[src/rtl/prediction_stat_tracker_pkg.sv]
// Shared trend-history encodings and helpers for the per-predictor confidence trackers.
// The TREND_* macros are also used directly by the arbiter bench.
`ifndef TREND_STRONG_MISS
`define TREND_STRONG_MISS 2'b00
`define TREND_RECOVERING  2'b01
`define TREND_SLIPPING    2'b10
`define TREND_STRONG_HIT  2'b11
`define TREND_RESET       `TREND_RECOVERING
`endif

package prediction_stat_tracker_pkg;

    typedef enum logic [1:0] {
        TREND_STRONG_MISS = `TREND_STRONG_MISS,
        TREND_RECOVERING  = `TREND_RECOVERING,
        TREND_SLIPPING    = `TREND_SLIPPING,
        TREND_STRONG_HIT  = `TREND_STRONG_HIT
    } trend_e;

    localparam trend_e TREND_RESET_STATE = TREND_RECOVERING;

    // The arbiter consumes the history as a one-hot vector.
    function automatic logic [3:0] trend_onehot(input trend_e hist);
        return 4'b0001 << hist;
    endfunction

endpackage

[src/rtl/prediction_stat_tracker_sat_updown_counter.sv]
// Saturating up/down counter: +1 or -DEC_STEP with floor at 0 and ceiling at 2^WIDTH-1,
// plus synchronous clear and an external load path.
module sat_updown_counter #(
    parameter int WIDTH    = 5,
    parameter int DEC_STEP = 2
) (
    input  logic             clk,
    input  logic             rst,
    input  logic             clear,
    input  logic             step_en,
    input  logic             step_up,
    input  logic             load_en,
    input  logic [WIDTH-1:0] load_value,
    output logic [WIDTH-1:0] count,
    output logic [WIDTH-1:0] step_value
);

    localparam logic [WIDTH:0]   DEC_EXT   = DEC_STEP[WIDTH:0];
    localparam logic [WIDTH:0]   ONE_EXT   = {{WIDTH{1'b0}}, 1'b1};
    localparam logic [WIDTH-1:0] COUNT_MAX = {WIDTH{1'b1}};
    localparam logic [WIDTH-1:0] COUNT_MIN = {WIDTH{1'b0}};

    logic [WIDTH-1:0] count_r;
    logic [WIDTH:0]   inc_ext_s;
    logic [WIDTH:0]   dec_ext_s;
    logic [WIDTH-1:0] step_value_s;

    assign inc_ext_s = {1'b0, count_r} + ONE_EXT;
    assign dec_ext_s = {1'b0, count_r} - DEC_EXT;

    // Stepped value computed one bit wider so carry/borrow selects the saturation bound.
    always_comb begin
        step_value_s = count_r;
        if (step_up) begin
            if (inc_ext_s[WIDTH]) begin
                step_value_s = COUNT_MAX;
            end else begin
                step_value_s = inc_ext_s[WIDTH-1:0];
            end
        end else begin
            if (dec_ext_s[WIDTH]) begin
                step_value_s = COUNT_MIN;
            end else begin
                step_value_s = dec_ext_s[WIDTH-1:0];
            end
        end
    end

    // Count register: clear beats load, load beats a plain step.
    always_ff @(posedge clk or posedge rst) begin
        if (rst) begin
            count_r <= COUNT_MIN;
        end else if (clear) begin
            count_r <= COUNT_MIN;
        end else if (load_en) begin
            count_r <= load_value;
        end else if (step_en) begin
            count_r <= step_value_s;
        end else begin
            count_r <= count_r;
        end
    end

    assign count      = count_r;
    assign step_value = step_value_s;

endmodule

[src/rtl/prediction_stat_tracker.sv]
// Per-predictor confidence tracker: saturating confidence count, 2-outcome trend history
// and periodic aging (halving) of the count, all registered for the prediction arbiter.
module prediction_stat_tracker
    import prediction_stat_tracker_pkg::*;
#(
    parameter int STAT_COUNTER_WIDTH   = 5,
    parameter int MISS_PENALTY         = 2,
    parameter int DECAY_INTERVAL_WIDTH = 6,
    parameter int DECAY_ENABLE         = 1
) (
    input  logic                          clk,
    input  logic                          rst,
    input  logic                          clear,
    input  logic                          update_valid,
    input  logic                          update_correct,
    output logic [STAT_COUNTER_WIDTH-1:0] stat_count,
    output logic [3:0]                    trend_decode,
    output logic                          decay_pulse
);

    localparam int W = STAT_COUNTER_WIDTH;
    localparam int D = DECAY_INTERVAL_WIDTH;

    logic         accept_s;
    logic         wrap_s;
    logic [W-1:0] step_value_s;
    logic [W-1:0] halved_s;
    trend_e       hist_r;
    trend_e       hist_next_s;
    logic [3:0]   trend_decode_r;
    logic         decay_pulse_r;

    assign accept_s = update_valid & ~clear;
    assign halved_s = {1'b0, step_value_s[W-1:1]};

    sat_updown_counter #(
        .WIDTH    (W),
        .DEC_STEP (MISS_PENALTY)
    ) u_counter (
        .clk        (clk),
        .rst        (rst),
        .clear      (clear),
        .step_en    (accept_s),
        .step_up    (update_correct),
        .load_en    (wrap_s),
        .load_value (halved_s),
        .count      (stat_count),
        .step_value (step_value_s)
    );

    // Trend FSM next state: shift in the latest outcome; clear returns to the reset trend.
    always_comb begin
        hist_next_s = hist_r;
        if (clear) begin
            hist_next_s = TREND_RESET_STATE;
        end else if (update_valid) begin
            hist_next_s = trend_e'({hist_r[0], update_correct});
        end else begin
            hist_next_s = hist_r;
        end
    end

    // Trend FSM state and its registered one-hot decode move together.
    always_ff @(posedge clk or posedge rst) begin
        if (rst) begin
            hist_r         <= TREND_RESET_STATE;
            trend_decode_r <= 4'b0010;
        end else begin
            hist_r         <= hist_next_s;
            trend_decode_r <= trend_onehot(hist_next_s);
        end
    end

    generate
        if (DECAY_ENABLE != 0) begin : g_decay
            localparam logic [D-1:0] INTERVAL_ONE  = {{(D-1){1'b0}}, 1'b1};
            localparam logic [D-1:0] INTERVAL_LAST = {D{1'b1}};
            logic [D-1:0] interval_r;

            assign wrap_s = accept_s && (interval_r == INTERVAL_LAST);

            // Aging interval counts accepted updates only and wraps naturally.
            always_ff @(posedge clk or posedge rst) begin
                if (rst) begin
                    interval_r <= {D{1'b0}};
                end else if (clear) begin
                    interval_r <= {D{1'b0}};
                end else if (update_valid) begin
                    interval_r <= interval_r + INTERVAL_ONE;
                end else begin
                    interval_r <= interval_r;
                end
            end
        end else begin : g_no_decay
            assign wrap_s = 1'b0;
        end
    endgenerate

    // One-cycle pulse following each aging event.
    always_ff @(posedge clk or posedge rst) begin
        if (rst) begin
            decay_pulse_r <= 1'b0;
        end else begin
            decay_pulse_r <= wrap_s;
        end
    end

    assign trend_decode = trend_decode_r;
    assign decay_pulse  = decay_pulse_r;

endmodule

[config.mk]
export PLATFORM = sky130hd
export DESIGN_NAME = prediction_stat_tracker
export DESIGN_NICKNAME = d
export VERILOG_FILES = /design/src/rtl/prediction_stat_tracker_pkg.sv /design/src/rtl/prediction_stat_tracker_sat_updown_counter.sv /design/src/rtl/prediction_stat_tracker.sv
export SDC_FILE = /design/constraint.sdc
export NUM_CORES = 1
export LEC_CHECK = 0
export ABC_AREA = 1
export ABC_CLOCK_PERIOD_IN_PS = 1660
export CAP_MARGIN = 15
export CORE_MARGIN = 5
export CORE_UTILIZATION = 55
export CTS_CLUSTER_DIAMETER = 80
export CTS_CLUSTER_SIZE = 40
export DETAILED_ROUTE_END_ITERATION = 8
export DONT_BUFFER_PORTS = 1
export PLACE_DENSITY_LB_ADDON = 0.25
export SLEW_MARGIN = 20
export SYNTH_ARGS = -nofsm -noshare
export SYNTH_HDL_FRONTEND = slang
export SYNTH_HIERARCHICAL = 1
export SYNTH_SLANG_ARGS = --single-unit
export TNS_END_PERCENT = 20
[constraint.sdc]
create_clock -name clk -period 1.66 [get_ports clk]
set_input_delay 0.332 -clock clk [delete_from_list [all_inputs] [get_ports clk]]
set_output_delay 0.332 -clock clk [all_outputs]
set_load 0.02 [all_outputs]
==> metrics.md, run 1 <==
| Metric | Value |
|---|---|
| Iteration-0 DRC count of the detailed router | `60` |
| Row cnt | `15` |
| Area grow syn2layout | `16.1%` |
| P_leak | `0.000666 uW` |
| Initial antenna violation count | `0` |
| Post-synth top area cell | `dfrtp_1` |
| Slowest cell on the critical path | `dfrtp_2` |
| Clock buffer depth | `2` |
| RSZ-0062 raised after global routing | `no` |
| P_int | `618 uW` |
| Share of the synthesized area in the top cell type | `0.384` |
| Fin util | `0.687` |
| Setup WS post-layout | `0.110 ns` |
| Placed Area | `0.00113 sq mm` |
| Routed Wire Length | `2150 um` |
| Synth Cell Area | `0.00104 sq mm` |
| Reg power frac | `0.582` |
| Clock Power Share | `0.325` |
| Fin area | `0.00121 sq mm` |
| Max incr delay on CP | `0.46 ns` |
| Cells after Synth | `144` |
| Sw Share | `0.243` |
| Antenna diodes | `0` |
| Die X | `53.6 um` |
| CTS clk-pin slew, worst paths | `0.10 ns` |
| Max Slew Vio Count | `0` |
| Placement-stage worst setup slack | `0.0493 ns` |
| Register Area | `454 sq um` |
| Avg Vias per Cell | `5.28` |
| Remaining DRCs | `0` |
| Number of max-cap violations | `0` |
| Pwr/cell area | `674 mW/mm^2` |
| Switching power | `198 uW` |
| Hold WC Path Type | `input port to flop` |
| CTS tree | `done` |
| Final nets | `167` |
| Wire per inst | `11.8 um` |
| Number of fill cells in the layout | `160` |
| R2R depth | `9` |
| Critical path required time | `1.84 ns` |
| First-pass GRT wire length | `3730 um` |
| Max Freq | `645 MHz` |
| Synthesized net count | `153` |
| Top post-synthesis cells by area | `dfrtp_1, nand2_1, nor2_1` |
| CTS H-tree lvls | `1` |
| Endpoint class of the critical path | `flop` |
| Ys flop type | `dfrtp_1` |
| Outcome | `completed` |
| Arr. time, crit path | `1.73 ns` |
| Overall Global Routing Usage | `0.182` |
| Comb pwr share | `0.093` |
| Overflow after GRT | `0` |
| Seq/Total Area, Yosys | `0.434` |
| Total CTS buffers | `3` |
| Die H | `53.6 um` |
| Layout cells sized above 1 | `0.217` |
| Peak supply drop | `676 uV` |
| Vias in the first global route | `905` |
| Final period utilization | `0.934` |
| Worst-path fanout max | `5` |
| Min Clock Period, post-route | `1.55 ns` |
| Hold path cells | `1` |
| Post-Layout Cell Count | `182` |
| CP Launch Type | `flop` |
| Average cell area after synthesis | `7.25 sq um` |
| Reg-to-reg slack, setup | `0.11 ns` |
| DP HPWL | `1700 um` |
| Num ports | `15` |
| Placer Congestion | `0.913` |
| Post-Route Skew | `0.00428 ns` |
| I/O Buffers | `0` |
| Yosys synthesis warning count | `6` |
| Die Area | `0.00287 sq mm` |
| Crit path top cell by count | `nor2_1` |
| Clock Latency Late Sink | `0.29 ns` |
| Pre-antenna DRT Iters | `4` |
| Multi-input logic area | `546 sq um` |
| Vias post-DR | `961` |
| Endpoints failing setup | `0` |
| Final ANT Viol Nets | `0` |
| Synth cell types | `23` |
| Core ar. | `0.00176 sq mm` |
| CP Class | `flop to flop` |
| CTS root buf | `clkbuf_4` |
| EDFF count, synth | `0` |
| Largest net degree at the start of global routing | `14` |
| Post-synthesis register bit count | `18` |
| Worst-path cell chain | `ha_1 -> nand3_1 -> nor2_1 -> o21ai_1 -> nand2_1 -> nor2_1 -> nor2_1 -> o21ai_0 -> nand2_1` |
| Final Hold Vio Count | `0` |
| Initial core utilization | `0.591` |
| Setup TNS | `0 ns` |
| Async set or reset register ratio after synthesis | `1.00` |
| DP Cell Count | `176` |
| Sinks on Clock Net | `18` |
flip-flops by register name, summed over array words and instances (netlist names):
register	cells
decay_pulse	1
g_decay.interval_r	6
hist_r	2
trend_decode	4
u_counter/count	5
placed cells by master, fill, tap and decap left out, types with 2 or more instances in the layout:
| cell | instances |
|---|---|
| nand2_2 | 4 |
| dfstp_2 | 2 |
| nand3_1 | 12 |
| o21ai_2 | 2 |
| nor2_1 | 24 |
| clkbuf_4 | 3 |
| dfrtp_1 | 15 |
| o21ai_1 | 3 |
| inv_1 | 10 |
| nand2_1 | 40 |
| a21oi_1 | 3 |
| nor3_1 | 2 |
| inv_2 | 6 |
| ha_1 | 3 |
| or2_1 | 2 |
| buf_4 | 9 |
| o21ai_0 | 2 |
| nand4_1 | 3 |
final timing paths:
| path | from | end |
|---|---|---|
| worst max-delay path | u_counter/count[1] | u_counter/count[0] |
| worst min-delay path | clear | g_decay.interval_r[2] |
| worst max register to register | u_counter/count[1] | u_counter/count[0] |
| worst min register to register | hist_r[1] | hist_r[1] |
| max in group asynchronous | rst | trend_decode[1] |
| min in group asynchronous | rst | u_counter/count[2] |
timing repair:
item,in CTS,in global routing
resized for setup,0,12
buffers inserted,0,1
endpoints found under the setup margin,0,5
hold buffers,1,0
hold endpoints to repair,16,0
power groups by stage:
| stage | logic [uW] | registers (uW) | clock network [uW] |
|---|---|---|---|
| detailed placement | 71.7 | 484 | 0 |
| CTS | 73.9 | 475 | 275 |
| floorplan | 50.2 | 484 | 0 |
| finish | 75.7 | 475 | 265 |
| global route | 88.1 | 478 | 303 |
| global placement | 69.6 | 483 | 0 |
worst max-delay path, delay by kind of cell (launching register included):
family | cells | cell delay (ns)
adder cells (fa/ha/maj) | 1 | 0.27
AND/OR/NAND/NOR | 6 | 0.48
flip-flops | 1 | 0.46
AO/OA/AOI/OAI | 2 | 0.22
through the flow:
| stage | total power, uW | hold WS [ns] |
|---|---|---|
| detailed placement | 555 | 0.134 |
| global placement | 553 | 0.138 |
| CTS | 825 | 0.0840 |
| global route | 869 | 0.0646 |
| floorplan | 535 | 0.111 |
| finish | 816 | 0.0936 |
layer usage:
metal / routed length [um] / track usage
met1: 969 / 0.234
met2: 937 / 0.288
met3: 198 / 0.0582
met4: 39 / 0.0638
met5: 0 / 0
Yosys cell counts, types with 3 or more instances:
cell type,count
nand2_1,42
nor2_1,24
dfrtp_1,16
inv_1,13
nand3_1,12
ha_1,4
inv_2,4
a21oi_1,3
nand4_1,3
nor3_1,3
o21ai_0,3
final cells by class:
| cell class | count | share of cell area |
|---|---|---|
| Clock buffer | 4 | 0.0300 |
| Inverter | 17 | 0.0548 |
| Multi-Input combinational cell | 108 | 0.450 |
| Sequential cell | 18 | 0.375 |
| Tap cell | 25 | 0.0258 |
| Timing Repair Buffer | 10 | 0.0640 |
cell families after synthesis:
group | after synthesis | share of synthesized area
adder cells (fa/ha/maj) | 4 | 0.0480
other | 1 | 0.00359
AND/OR/NAND/NOR | 90 | 0.367
XOR/XNOR | 1 | 0.00839
AO/OA/AOI/OAI | 12 | 0.0707
flip-flops | 18 | 0.434
buffers and inverters | 18 | 0.0683
Note: power is estimated with default switching activity, not from simulation.
==> run 2: changes to the inputs <==
--- a/config.mk
+++ b/config.mk
@@ -15,7 +15,7 @@
 export DETAILED_ROUTE_END_ITERATION = 8
 export DONT_BUFFER_PORTS = 1
 export PLACE_DENSITY_LB_ADDON = 0.25
-export SLEW_MARGIN = 20
+export SLEW_MARGIN = 10
 export SYNTH_ARGS = -nofsm -noshare
 export SYNTH_HDL_FRONTEND = slang
 export SYNTH_HIERARCHICAL = 1
==> results of run 2 <==
Final layout, timing and power as in run 1 (identical DEF).
